### config.mk
export PLATFORM = sky130hd
export DESIGN_NAME = seq_alu_flat
export DESIGN_NICKNAME = d
export VERILOG_FILES = /design/src/rtl/seq_alu_if.sv /design/src/rtl/seq_alu.sv /design/src/flat_wrapper.sv
export SDC_FILE = /design/constraint.sdc
export NUM_CORES = 1
export LEC_CHECK = 0
export ABC_CLOCK_PERIOD_IN_PS = 3750
export CAP_MARGIN = 15
export CORE_MARGIN = 4
export CORE_UTILIZATION = 40
export DETAILED_ROUTE_END_ITERATION = 16
export GPL_ROUTABILITY_DRIVEN = 1
export HOLD_SLACK_MARGIN = 0.02
export PLACE_DENSITY_LB_ADDON = 0.05
export SKIP_LAST_GASP = 1
export SLEW_MARGIN = 5
export SYNTH_ARGS = -nofsm -noshare
export SYNTH_HDL_FRONTEND = slang
export SYNTH_SLANG_ARGS = --single-unit
### constraint.sdc
create_clock -name clk -period 3.75 [get_ports clk]
set_input_delay 0.75 -clock clk [delete_from_list [all_inputs] [get_ports clk]]
set_output_delay 0.75 -clock clk [all_outputs]
set_load 0.01 [all_outputs]
### src/rtl/seq_alu_if.sv
// Handshake bundle between the operand muxes (master) and seq_alu (slave).
// Request side: in_valid/in_ready with alu_control and operands.
// Response side: out_valid/out_ready with result and branch_taken.
interface seq_alu_if #(
  parameter int unsigned XLEN = 32
) ();
  logic            in_valid;
  logic            in_ready;
  logic [3:0]      alu_control;
  logic [XLEN-1:0] src_a;
  logic [XLEN-1:0] src_b;
  logic            out_valid;
  logic            out_ready;
  logic [XLEN-1:0] result;
  logic            branch_taken;

  modport master (
    output in_valid, alu_control, src_a, src_b, out_ready,
    input  in_ready, out_valid, result, branch_taken
  );

  modport slave (
    input  in_valid, alu_control, src_a, src_b, out_ready,
    output in_ready, out_valid, result, branch_taken
  );
endinterface

### src/rtl/seq_alu.sv
// Multi-cycle execute-stage ALU with valid/ready handshakes on both sides.
// Shifts run one bit per cycle; everything else completes in one compute cycle.
// Build option SEQ_ALU_FAST_SHIFT_EN: shifts use a barrel shifter, every code takes
// one cycle and the SHIFT state and bit counter disappear. Results are identical.
// XLEN must match the XLEN of the connected seq_alu_if.
module seq_alu #(
  parameter int unsigned XLEN = 32
) (
  input logic      clk,
  input logic      reset,
  seq_alu_if.slave bus
);
  localparam int unsigned SHW = $clog2(XLEN);

  localparam logic [3:0] OpAdd = 4'h0;
  localparam logic [3:0] OpSub = 4'h1;
  localparam logic [3:0] OpSll = 4'h2;
  localparam logic [3:0] OpLt  = 4'h3;
  localparam logic [3:0] OpLtu = 4'h4;
  localparam logic [3:0] OpXor = 4'h5;
  localparam logic [3:0] OpSra = 4'h6;
  localparam logic [3:0] OpSrl = 4'h7;
  localparam logic [3:0] OpOr  = 4'h8;
  localparam logic [3:0] OpAnd = 4'h9;
  localparam logic [3:0] OpEq  = 4'ha;
  localparam logic [3:0] OpNe  = 4'hb;
  localparam logic [3:0] OpGe  = 4'hc;
  localparam logic [3:0] OpGeu = 4'hd;

`ifdef SEQ_ALU_FAST_SHIFT_EN
  typedef enum logic [1:0] {StIdle, StDone} state_e;
`else
  typedef enum logic [1:0] {StIdle, StShift, StDone} state_e;
  localparam logic [SHW-1:0] CntOne = SHW'(1);
`endif

  state_e          state_q, state_d;
  logic [XLEN-1:0] result_q, result_d;
  logic            branch_q, branch_d;
  logic [XLEN-1:0] calc_res;
  logic            calc_br;
  logic [SHW-1:0]  amt;
  logic            accept;

  assign amt    = bus.src_b[SHW-1:0];
  assign accept = bus.in_valid && (state_q == StIdle);

`ifndef SEQ_ALU_FAST_SHIFT_EN
  logic [3:0]      op_q, op_d;
  logic [XLEN-1:0] acc_q, acc_d;
  logic [SHW-1:0]  cnt_q, cnt_d;
  logic [XLEN-1:0] acc_step;
  logic            is_shift;

  assign is_shift = (bus.alu_control == OpSll) || (bus.alu_control == OpSra) ||
                    (bus.alu_control == OpSrl);

  // One-bit shift of the accumulator in the direction/type of the latched code.
  always_comb begin
    acc_step = acc_q >> 1;
    case (op_q)
      OpSll:   acc_step = acc_q << 1;
      OpSra:   acc_step = {acc_q[XLEN-1], acc_q[XLEN-1:1]};
      default: acc_step = acc_q >> 1;
    endcase
  end
`endif

  // Single-cycle result for the code currently presented at the inputs.
  always_comb begin
    calc_res = '0;
    calc_br  = 1'b0;
    case (bus.alu_control)
      OpAdd: calc_res = bus.src_a + bus.src_b;
      OpSub: calc_res = bus.src_a - bus.src_b;
      OpXor: calc_res = bus.src_a ^ bus.src_b;
      OpOr:  calc_res = bus.src_a | bus.src_b;
      OpAnd: calc_res = bus.src_a & bus.src_b;
`ifdef SEQ_ALU_FAST_SHIFT_EN
      OpSll: calc_res = bus.src_a << amt;
      OpSrl: calc_res = bus.src_a >> amt;
      OpSra: calc_res = XLEN'($signed(bus.src_a) >>> amt);
`else
      // Only reached with amount 0 here; nonzero amounts go through SHIFT.
      OpSll, OpSrl, OpSra: calc_res = bus.src_a;
`endif
      OpLt:  calc_br = $signed(bus.src_a) < $signed(bus.src_b);
      OpLtu: calc_br = bus.src_a < bus.src_b;
      OpEq:  calc_br = bus.src_a == bus.src_b;
      OpNe:  calc_br = bus.src_a != bus.src_b;
      OpGe:  calc_br = $signed(bus.src_a) >= $signed(bus.src_b);
      OpGeu: calc_br = bus.src_a >= bus.src_b;
      default: ;
    endcase
    if (calc_br) calc_res = {{(XLEN-1){1'b0}}, 1'b1};
  end

  // State register; reset wins over any handshake in the same cycle.
  always_ff @(posedge clk) begin
    if (reset) begin
      state_q <= StIdle;
    end else begin
      state_q <= state_d;
    end
  end

  // Next-state logic.
  always_comb begin
    state_d = state_q;
    case (state_q)
      StIdle: begin
        if (accept) begin
`ifdef SEQ_ALU_FAST_SHIFT_EN
          state_d = StDone;
`else
          state_d = (is_shift && (amt != '0)) ? StShift : StDone;
`endif
        end
      end
`ifndef SEQ_ALU_FAST_SHIFT_EN
      StShift: if (cnt_q == CntOne) state_d = StDone;
`endif
      StDone:  if (bus.out_ready) state_d = StIdle;
      default: state_d = StIdle;
    endcase
  end

  // Datapath next-state: latch on accept, step the shifter, hold in DONE.
  always_comb begin
    result_d = result_q;
    branch_d = branch_q;
`ifndef SEQ_ALU_FAST_SHIFT_EN
    op_d  = op_q;
    acc_d = acc_q;
    cnt_d = cnt_q;
`endif
    if (accept) begin
`ifdef SEQ_ALU_FAST_SHIFT_EN
      result_d = calc_res;
      branch_d = calc_br;
`else
      op_d  = bus.alu_control;
      acc_d = bus.src_a;
      cnt_d = amt;
      if (!(is_shift && (amt != '0))) begin
        result_d = calc_res;
        branch_d = calc_br;
      end
`endif
    end
`ifndef SEQ_ALU_FAST_SHIFT_EN
    else if (state_q == StShift) begin
      acc_d = acc_step;
      cnt_d = cnt_q - CntOne;
      if (cnt_q == CntOne) begin
        result_d = acc_step;
        branch_d = 1'b0;
      end
    end
`endif
  end

  // Datapath registers.
  always_ff @(posedge clk) begin
    if (reset) begin
      result_q <= '0;
      branch_q <= 1'b0;
`ifndef SEQ_ALU_FAST_SHIFT_EN
      op_q  <= '0;
      acc_q <= '0;
      cnt_q <= '0;
`endif
    end else begin
      result_q <= result_d;
      branch_q <= branch_d;
`ifndef SEQ_ALU_FAST_SHIFT_EN
      op_q  <= op_d;
      acc_q <= acc_d;
      cnt_q <= cnt_d;
`endif
    end
  end

  // Handshake outputs decoded from state; result fields come straight from registers.
  always_comb begin
    bus.in_ready     = (state_q == StIdle);
    bus.out_valid    = (state_q == StDone);
    bus.result       = result_q;
    bus.branch_taken = branch_q;
  end
endmodule

### src/flat_wrapper.sv
// flat-port wrapper written by rule: the top's interface ports become plain ports
module seq_alu_flat 
#(
  parameter int unsigned XLEN = 32
)
  (clk, reset, bus_in_valid, bus_alu_control, bus_src_a, bus_src_b, bus_out_ready, bus_in_ready, bus_out_valid, bus_result, bus_branch_taken);
  seq_alu_if #(.XLEN(XLEN)) bus_i ();
  input logic clk;
  input logic reset;
  input wire logic [$bits(bus_i.in_valid)-1:0] bus_in_valid;
  input wire logic [$bits(bus_i.alu_control)-1:0] bus_alu_control;
  input wire logic [$bits(bus_i.src_a)-1:0] bus_src_a;
  input wire logic [$bits(bus_i.src_b)-1:0] bus_src_b;
  input wire logic [$bits(bus_i.out_ready)-1:0] bus_out_ready;
  output wire logic [$bits(bus_i.in_ready)-1:0] bus_in_ready;
  output wire logic [$bits(bus_i.out_valid)-1:0] bus_out_valid;
  output wire logic [$bits(bus_i.result)-1:0] bus_result;
  output wire logic [$bits(bus_i.branch_taken)-1:0] bus_branch_taken;
  assign bus_i.in_valid = bus_in_valid;
  assign bus_i.alu_control = bus_alu_control;
  assign bus_i.src_a = bus_src_a;
  assign bus_i.src_b = bus_src_b;
  assign bus_i.out_ready = bus_out_ready;
  assign bus_in_ready = bus_i.in_ready;
  assign bus_out_valid = bus_i.out_valid;
  assign bus_result = bus_i.result;
  assign bus_branch_taken = bus_i.branch_taken;
  seq_alu #(.XLEN(XLEN)) u_core (.clk(clk), .reset(reset), .bus(bus_i));
endmodule
==> run metrics, run 1 <==
fin. max-slew vios=0; share of the synthesized area in the top cell type=16.91%; Net Sw Frac=38.79%; initial DRC count=937; # IOs=107; Final Critical Period=3.708 ns; vias=11200; Chip Width=158.0 um; Tcrit/Tclk final=98.89%; Max Buffers Root-to-Sink=2; cts hold-fix bufs=0; Initial Util=40.97%; CTS Buf Count=9; Worst Path Buf+Inv=4; leak pwr=5.473 nW; Syn-to-layout area delta=39.71%; Routed WL per cell=21.83 um; die area=24950 sq um; number of synthesized register bits=76; GPL Wtd Cong=0.9519; sw power=1.404 mW; Mapped Nets=1494; dpl hpwl=32460 um; fin util=57.24%; synth top area cells=dfxtp_1 17%, ha_1 14%, a21oi_1 9.2%; Clk pwr share=27.2%; share of cells above drive strength 1=20.63%; Core ar.=21960 sq um; Synth area leader=dfxtp_1; asr flop ratio synth=0%; Post-Place Cell Area=12110 sq um; ant diodes=0; CTS tree=built; root buf cell=clkbuf_16; Ys Warns=0; WP depth=14; synthesized cell area=8996 sq um; crit path DAT=4.01 ns; outcome=complete, no violations; total gr overflow=0; port buffer count=106; pwr/cell area=288.0 nW/um^2; Setup crit end kind=flip-flop; # fillers=2159; Placed Cells=1880; post-route non-filler standard cell count=1899; vias in the first global route=10880; initial antenna violation count=0; Worst Path Required=4.05 ns; Slowest cell on crit path=clkdlybuf4s50_1; register area share after synthesis=16.91%; critical path class=in -> reg; Vias/cell=5.899; Reg area=1521 sq um; Min-Delay Path Class=reg -> reg; Clock transition at path regs=0.07 ns; global-route wire length before repair=62020 um; sequential share of power=26.2%; Rel. slew slack=51.45%; FMAX=269.7 MHz; Top delay family on crit path=compound AO/OA/AOI/OAI gates; pin count of the biggest net entering global routing=55; Gate power share=46.6%; mean post-synth cell area=6.820 sq um; crit-path max FO=4; Fin Clk Skew=0.01072 ns; Row Count=54; post-detailed-route count of antenna-violating nets=0; Die H=158.0 um; most numerous cell in the Yosys netlist=a21oi_1; Overall Global Routing Usage=32.27%; Remaining DRCs=0; final hold violation count=0; final wirelength=41450 um; setup violators final=0; CTS H-tree lvls=3; Synth Flop Type=dfxtp_1; Int Pwr=2.215 mW; RSZ-0062 raised after global routing=yes; area of the multi-input gates=6834 sq um; Yosys cell types=74; max incr delay on CP=0.51 ns; hold depth=2; fin area=12570 sq um; Synth top cells by count=165 x a21oi_1, 155 x nand2_1, 113 x nor2_1; worst reg2reg path depth=9; final net count=1789; setup_tns=0 ns; CTS Sinks=76; Worst-Skew Late Latency=0.36 ns; crit start category=primary input; number of synthesized flops with an enable pin=0; CP Cell Sequence=clkdlybuf4s50_1 -> inv_1 -> ha_1 -> a21o_1 -> nand4_1 -> a21o_1 -> a2111oi_4 -> buf_4 -> o2111ai_4 -> a2111oi_2 -> buf_4 -> nor3_1 -> mux2_1 -> nand2_1; maximum vdd ir drop=0.2026 mV; Detailed Routing Iterations Pass 1=6; Gate Count Post-Synth=1319; slew at the pin closest to its max-slew limit=0.7282 ns; max_cap viols=0
placed cells by master, fill, tap and decap left out, types with 5 or more instances in the layout:
cell and count:
nand2_1 155, nor2b_1 16, a21oi_1 163, a22oi_1 47, o21ai_0 61, o22ai_1 7
clkdlybuf4s50_1 103, nand3_1 29, nor3_1 60, and3_1 8, a221oi_1 21, o31ai_1 6
clkbuf_16 9, or4_1 9, o211ai_1 20, or3_1 6, inv_1 103, o21bai_1 8
nor2_1 110, o21ai_1 5, nand4_1 8, a31oi_1 8, nor4_1 17, ha_1 97
xnor2_1 9, o21a_1 6, buf_4 265, nand2b_1 8, a21o_1 17, buf_12 5
o2111ai_1 5, a211oi_1 12, dfxtp_1 76, mux2i_1 17, or2_2 7
worst register-to-register path, delay by kind of cell (launching register included):
kind	cells	cell delay, ns
simple gates	6	1.38
compound gates	1	0.54
flops	1	0.40
fa+ha+maj	1	0.17
mux	1	0.33
area by class of cell:
type / instances / share of cell area [%]
flip-flops and latches: 76 / 12.11
inverters: 105 / 3.136
repair buffers: 376 / 25.07
clock inverters: 6 / 0.7068
clock buffers: 10 / 1.822
multi-input cells: 1046 / 54.38
well taps: 280 / 2.787
what timing repair did:
action | CTS | global route
setup endpoints to repair | 5 | 18
buffers inserted | 0 | 3
pin swaps | 1 | 9
gates resized for setup | 3 | 26
endpoints found under the hold margin | 0 | 0
cell families after synthesis:
group | count (synthesis) | share of synthesized area [%]
compound gates | 450 | 32.64
xor+xnor | 14 | 1.447
fa+ha+maj | 103 | 14.49
buf+inv | 197 | 8.581
flops | 76 | 16.91
mux | 19 | 2.128
simple gates | 460 | 23.80
final timing paths:
path	from	to	slack (ns)
worst max-delay path	bus_src_b[1]	u_core.bus.result[31]$_SDFFE_PP0P_	0.04
worst min register to register	u_core.op_q[0]$_SDFFE_PP0P_	u_core.op_q[0]$_SDFFE_PP0P_	0.45
worst min-delay path	u_core.op_q[0]$_SDFFE_PP0P_	u_core.op_q[0]$_SDFFE_PP0P_	0.45
worst max register to register	u_core.cnt_q[0]$_SDFFE_PP0P_	u_core.bus.result[31]$_SDFFE_PP0P_	0.86
layer usage:
layer,wire length [um],vias to the layer above,part of all wire (%),global-route usage (%)
met1,17360,5281,42,41.12
met4,1823,0,4.4,14.18
met5,0,-,0,0
li1,-,5344,-,-
met2,19810,468,48,54.88
met3,2466,110,5.9,3.827
registers in the layout (all words and copies together) (netlist names):
name and count:
u_core.op_q 4, u_core.bus.result 32, u_core.acc_q 32, u_core.cnt_q 5, u_core.state_q 2, u_core.bus.branch_taken 1
metrics by stage:
| step | hold slack (ns) | power [mW] | setup slack, ns |
|---|---|---|---|
| after floorplan | 0.4312 | 1.802 | 0.4879 |
| after global placement | 0.4409 | 2.590 | -0.4838 |
| after detailed placement | 0.4452 | 2.595 | -0.5524 |
| after CTS | 0.4546 | 3.578 | -0.01785 |
| after global routing | 0.4814 | 3.796 | -0.01725 |
| final | 0.4500 | 3.619 | 0.04150 |
power by group through the flow:
stage	Combinational (mW)	Clock, mW	Sequential (mW)
global route	1.82	1.02	0.956
detailed placement	1.63	0	0.965
global placement	1.63	0	0.964
floorplan	0.843	0	0.959
finish	1.69	0.984	0.949
CTS	1.64	0.990	0.947
(Power assumes the default switching activity.)
==> run 2: changes to the inputs <==
--- a/config.mk
+++ b/config.mk
@@ -9,6 +9,7 @@
 export CAP_MARGIN = 15
 export CORE_MARGIN = 4
 export CORE_UTILIZATION = 40
+export CTS_BUF_LIST = sky130_fd_sc_hd__clkbuf_8
 export DETAILED_ROUTE_END_ITERATION = 16
 export GPL_ROUTABILITY_DRIVEN = 1
 export HOLD_SLACK_MARGIN = 0.02
==> run metrics, run 2 (same netlist as run 1, synthesis figures left out) <==
Detailed Routing Iterations Pass 1=6; Core ar.=21960 sq um; # fillers=2183; Final Critical Period=3.711 ns; max incr delay on CP=0.55 ns; DP Worst Slack=-0.5524 ns; Row Count=54; final worst setup slack=0.03854 ns; Rel. slew slack=51.32%; total gr overflow=0; WP depth=13; dpl hpwl=32460 um; CTS Buf Count=9; global-route wire length before repair=61930 um; GPL Wtd Cong=0.9519; Max Buffers Root-to-Sink=2; root buf cell=clkbuf_8; share of cells above drive strength 1=20.38%; port buffer count=106; maximum vdd ir drop=0.1731 mV; max_cap viols=0; sequential share of power=28.1%; Clk pwr share=21.9%; Fin Clk Skew=0.01665 ns; Initial Util=40.97%; most frequent cells in the layout=265 x buf_4, 164 x a21oi_1, 155 x nand2_1; pwr/cell area=270.5 nW/um^2; CTS H-tree lvls=3; vias=11180; post-detailed-route count of antenna-violating nets=0; Worst Path Buf+Inv=3; Worst Path Required=4.08 ns; initial DRC count=957; Routed WL per cell=21.76 um; PnR Total Power=3.369 mW; fin. max-slew vios=0; Remaining DRCs=0; Slowest cell on crit path=a2111oi_4; # IOs=107; post-route non-filler standard cell count=1899; fin area=12460 sq um; crit start category=primary input; area of the multi-input gates=6823 sq um; outcome=complete, no violations; leading cell type in the layout, fill and taps excluded=buf_4; Vias/cell=5.886; CTS Sinks=76; hold depth=2; Placed Cells=1880; Post-Place Cell Area=12110 sq um; slew at the pin closest to its max-slew limit=0.7302 ns; CP Cell Sequence=clkdlybuf4s50_1 -> inv_1 -> ha_1 -> a21o_1 -> nand4_1 -> a21o_1 -> a2111oi_4 -> o2111ai_4 -> a2111oi_2 -> buf_4 -> nor3_1 -> mux2_1 -> nand2_1; FMAX=269.4 MHz; r2r startpoint=u_core.cnt_q[0]$_SDFFE_PP0P_; Chip Width=158.0 um; Net Sw Frac=40.56%; Die H=158.0 um; Tcrit/Tclk final=98.97%; sw power=1.367 mW; worst reg2reg path depth=9; final wirelength=41330 um; Gate power share=49.9%; crit path DAT=4.04 ns; Worst-Skew Late Latency=0.38 ns; ant diodes=0; worst hold start=u_core.op_q[0]$_SDFFE_PP0P_; initial antenna violation count=0; CTS tree=built; crit-path max FO=4; WHS Endpoint=u_core.op_q[0]$_SDFFE_PP0P_; Syn-to-layout area delta=38.46%; final net count=1789; Top delay family on crit path=compound AO/OA/AOI/OAI gates; leak pwr=5.427 nW; RSZ-0062 raised after global routing=yes; final hold violation count=0; setup violators final=0; worst flop-to-flop path endpoint=u_core.bus.result[8]$_SDFFE_PP0P_; FF-to-FF setup slack=0.89 ns; Overall Global Routing Usage=32.21%; critical path class=in -> reg; Int Pwr=2.003 mW; vias in the first global route=10820; Reg area=1521 sq um; cts hold-fix bufs=0; Min-Delay Path Class=reg -> reg; pin count of the biggest net entering global routing=55; Setup crit end kind=flip-flop; Clock transition at path regs=0.10 ns; Worst path most repeated cell=a21o_1; die area=24950 sq um
run 2: cell types whose count changed in the layout (fill, tap and decap cells not counted), sizes merged:
cell,previous run,this run
inv,103,104
clkbuf,10,9
run 2: layout make-up:
type | count | area share, %
Inverter | 105 | 3.164
Sequential cell | 76 | 12.21
Clock buffer | 9 | 0.9945
Multi-Input combinational cell | 1046 | 54.78
Tap cell | 280 | 2.813
Timing Repair Buffer | 376 | 25.29
Clock inverter | 7 | 0.7433
run 2: how the worst max path moves through the flow:
| stage | to | startpoint | slack, ns |
|---|---|---|---|
| 3_5_place_dp | u_core.bus.result[24]$_SDFFE_PP0P_ | bus_src_b[0] | -0.55 |
| 5_1_grt | u_core.bus.result[31]$_SDFFE_PP0P_ | bus_src_b[3] | -0.04 |
| 4_1_cts | u_core.bus.result[24]$_SDFFE_PP0P_ | bus_src_b[0] | 0.02 |
| 6_report | u_core.bus.result[31]$_SDFFE_PP0P_ | bus_src_b[1] | 0.04 |
| 3_3_place_gp | u_core.bus.result[24]$_SDFFE_PP0P_ | bus_src_b[0] | -0.48 |
| 2_1_floorplan | u_core.bus.result[12]$_SDFFE_PP0P_ | bus_src_b[0] | 0.49 |
run 2: what timing repair did:
item	in CTS	in global routing
gates cloned	0	0
pin swaps	1	11
resized for setup	3	25
buffers inserted	0	3
endpoints found under the setup margin	3	14
run 2: power by group through the flow:
stage                     sequential (mW)  clock (mW)  combinational [mW]
after global placement              0.964           0                1.63
after floorplan                     0.959           0               0.843
final                               0.948       0.739                1.68
after global routing                0.956       0.785                1.81
after CTS                           0.946       0.752                1.64
after detailed placement            0.965           0                1.63
run 2: routing by layer:
layer / up-vias / global-route usage, % / share of wire [%]
met4: 0 / 13.32 / 4.6
met3: 116 / 3.773 / 6.6
li1: 5343 / - / -
met5: - / 0 / 0
met2: 528 / 55.19 / 47
met1: 5191 / 41.08 / 42
run 2: stage by stage:
step	utilization, %	hold WS, ns	TNS [ns]
after floorplan	-	0.4312	0
after global placement	55.14	0.4409	-4.848
after detailed placement	55.14	0.4452	-6.002
after CTS	56.17	0.4587	0
after global routing	56.72	0.4858	-0.04631
final	56.72	0.4535	0
run 2: tightest hold or removal path, stage by stage (launching register included):
cell     delay [ns]
dfxtp_1        0.32
nand2_1        0.05
a21oi_1        0.05
==> run 3: changes to the inputs <==
--- a/config.mk
+++ b/config.mk
@@ -13,7 +13,7 @@
 export DETAILED_ROUTE_END_ITERATION = 16
 export GPL_ROUTABILITY_DRIVEN = 1
 export HOLD_SLACK_MARGIN = 0.02
-export PLACE_DENSITY_LB_ADDON = 0.05
+export PLACE_DENSITY = 0.7
 export SKIP_LAST_GASP = 1
 export SLEW_MARGIN = 5
 export SYNTH_ARGS = -nofsm -noshare
==> run metrics, run 3 (same netlist as run 1, synthesis figures left out) <==
Die H=158.0 um; Reg area=1521 sq um; setup_tns=0 ns; post-route non-filler standard cell count=1886; crit path DAT=3.96 ns; final hold violation count=0; maximum vdd ir drop=0.1893 mV; CTS Buf Count=9; share of cells above drive strength 1=19.36%; Clock transition at path regs=0.09 ns; pin count of the biggest net entering global routing=50; Max Buffers Root-to-Sink=2; sequential share of power=28.4%; Core ar.=21960 sq um; fin area=12290 sq um; Rel. slew slack=37.23%; Syn-to-layout area delta=36.61%; Remaining DRCs=0; global-route wire length before repair=59910 um; GPL Wtd Cong=1.003; Fin Clk Skew=0.01329 ns; Row Count=54; Post-Place Cell Area=11990 sq um; CTS H-tree lvls=3; total gr overflow=0; hold depth=2; worst reg2reg path depth=8; initial antenna violation count=0; Vias/cell=6.051; root buf cell=clkbuf_8; die area=24950 sq um; Worst Path Required=4.05 ns; FMAX=272.9 MHz; RSZ-0062 raised after global routing=yes; dpl hpwl=31030 um; Detailed Routing Iterations Pass 1=7; fin. max-slew vios=0; hold slack final=0.4583 ns; Int Pwr=2.011 mW; crit-path max FO=3; CTS tree=built; ant diodes=0; sw power=1.332 mW; Gate power share=49.3%; Initial Util=40.97%; pwr/cell area=272.0 nW/um^2; # fillers=2157; outcome=complete, no violations; vias=11410; max_cap viols=0; Worst-Skew Late Latency=0.38 ns; post-detailed-route count of antenna-violating nets=0; Chip Width=158.0 um; Net Sw Frac=39.85%; setup violators final=0; Final Critical Period=3.664 ns; cts hold-fix bufs=0; slew at the pin closest to its max-slew limit=0.9405 ns; fin util=55.97%; Overall Global Routing Usage=30.70%; leak pwr=5.327 nW; final net count=1776; Tcrit/Tclk final=97.72%; Routed WL per cell=21.02 um; Setup crit end kind=flip-flop; area of the multi-input gates=6789 sq um; initial DRC count=1203; Min-Delay Path Class=reg -> reg; final wirelength=39650 um; critical path class=in -> reg; most frequent cells in the layout=255 x buf_4, 165 x a21oi_1, 155 x nand2_1; Placed Cells=1869; vias in the first global route=10900; leading cell type in the layout, fill and taps excluded=buf_4; crit start category=primary input; port buffer count=106; # IOs=107; CTS Sinks=76; Clk pwr share=22.3%
run 3: changes by cell type in the layout (fill, tap and decap cells not counted), moves of 2 or more:
cell,before,now
dlymetal6s2s_1,2,0
inv_1,104,102
buf_12,5,2
o21ai_1,7,9
buf_4,265,255
ha_1,97,99
clkdlybuf4s50_1,103,105
ha_2,4,1
run 3: metrics by stage:
stage / setup WS (ns) / total power [mW]
5_1_grt: -0.06606 / 3.511
3_3_place_gp: -0.4568 / 2.554
4_1_cts: 0.006204 / 3.304
2_1_floorplan: 0.4879 / 1.802
6_report: 0.08551 / 3.343
3_5_place_dp: -0.4580 / 2.562
run 3: power by group through the flow:
| stage | Sequential (mW) | Clock, mW | Combinational [mW] |
|---|---|---|---|
| 6_report | 0.949 | 0.745 | 1.65 |
| 4_1_cts | 0.945 | 0.750 | 1.61 |
| 5_1_grt | 0.955 | 0.779 | 1.78 |
| 2_1_floorplan | 0.959 | 0 | 0.843 |
| 3_5_place_dp | 0.963 | 0 | 1.60 |
| 3_3_place_gp | 0.962 | 0 | 1.59 |
run 3: repair_timing:
item | CTS | global route
resized for setup | 1 | 17
setup buffers | 0 | 1
gates cloned | 0 | 0
pin swaps | 0 | 13
endpoints found under the setup margin | 2 | 13
run 3: worst max-delay path, stage by stage:
cell and delay (ns):
clkdlybuf4s50_1 0.49, inv_2 0.07, ha_1 0.30, o21bai_1 0.12, a2111oi_2 0.46, buf_4 0.20
nor3_1 0.06, nor4_2 0.23, buf_4 0.18, nor4_1 0.05, buf_4 0.14, o211ai_1 0.34
mux2i_1 0.26, o21ai_1 0.09, buf_4 0.14, o211ai_1 0.09
run 3: worst paths after layout:
| check | startpoint | end | slack [ns] |
|---|---|---|---|
| hold reg to reg | u_core.op_q[0]$_SDFFE_PP0P_ | u_core.op_q[0]$_SDFFE_PP0P_ | 0.46 |
| setup reg to reg | u_core.cnt_q[0]$_SDFFE_PP0P_ | u_core.bus.result[23]$_SDFFE_PP0P_ | 0.75 |
| setup / recovery | bus_src_b[1] | u_core.bus.result[29]$_SDFFE_PP0P_ | 0.09 |
| hold / removal | u_core.op_q[0]$_SDFFE_PP0P_ | u_core.op_q[0]$_SDFFE_PP0P_ | 0.46 |
run 3: per-layer routing:
layer / part of all wire (%) / vias to the layer above / global-route usage (%)
met5: 0 / - / 0
met3: 7.7 / 159 / 3.827
met1: 40 / 5280 / 38.36
met4: 6.2 / 0 / 16.73
li1: - / 5319 / -
met2: 46 / 654 / 51.38
run 3: cell type report:
| type | count | share of cell area [%] |
|---|---|---|
| inverters | 105 | 3.207 |
| well taps | 280 | 2.851 |
| clock buffers | 10 | 1.120 |
| multi-input cells | 1046 | 55.24 |
| flip-flops and latches | 76 | 12.38 |
| clock inverters | 6 | 0.7025 |
| repair buffers | 363 | 24.50 |
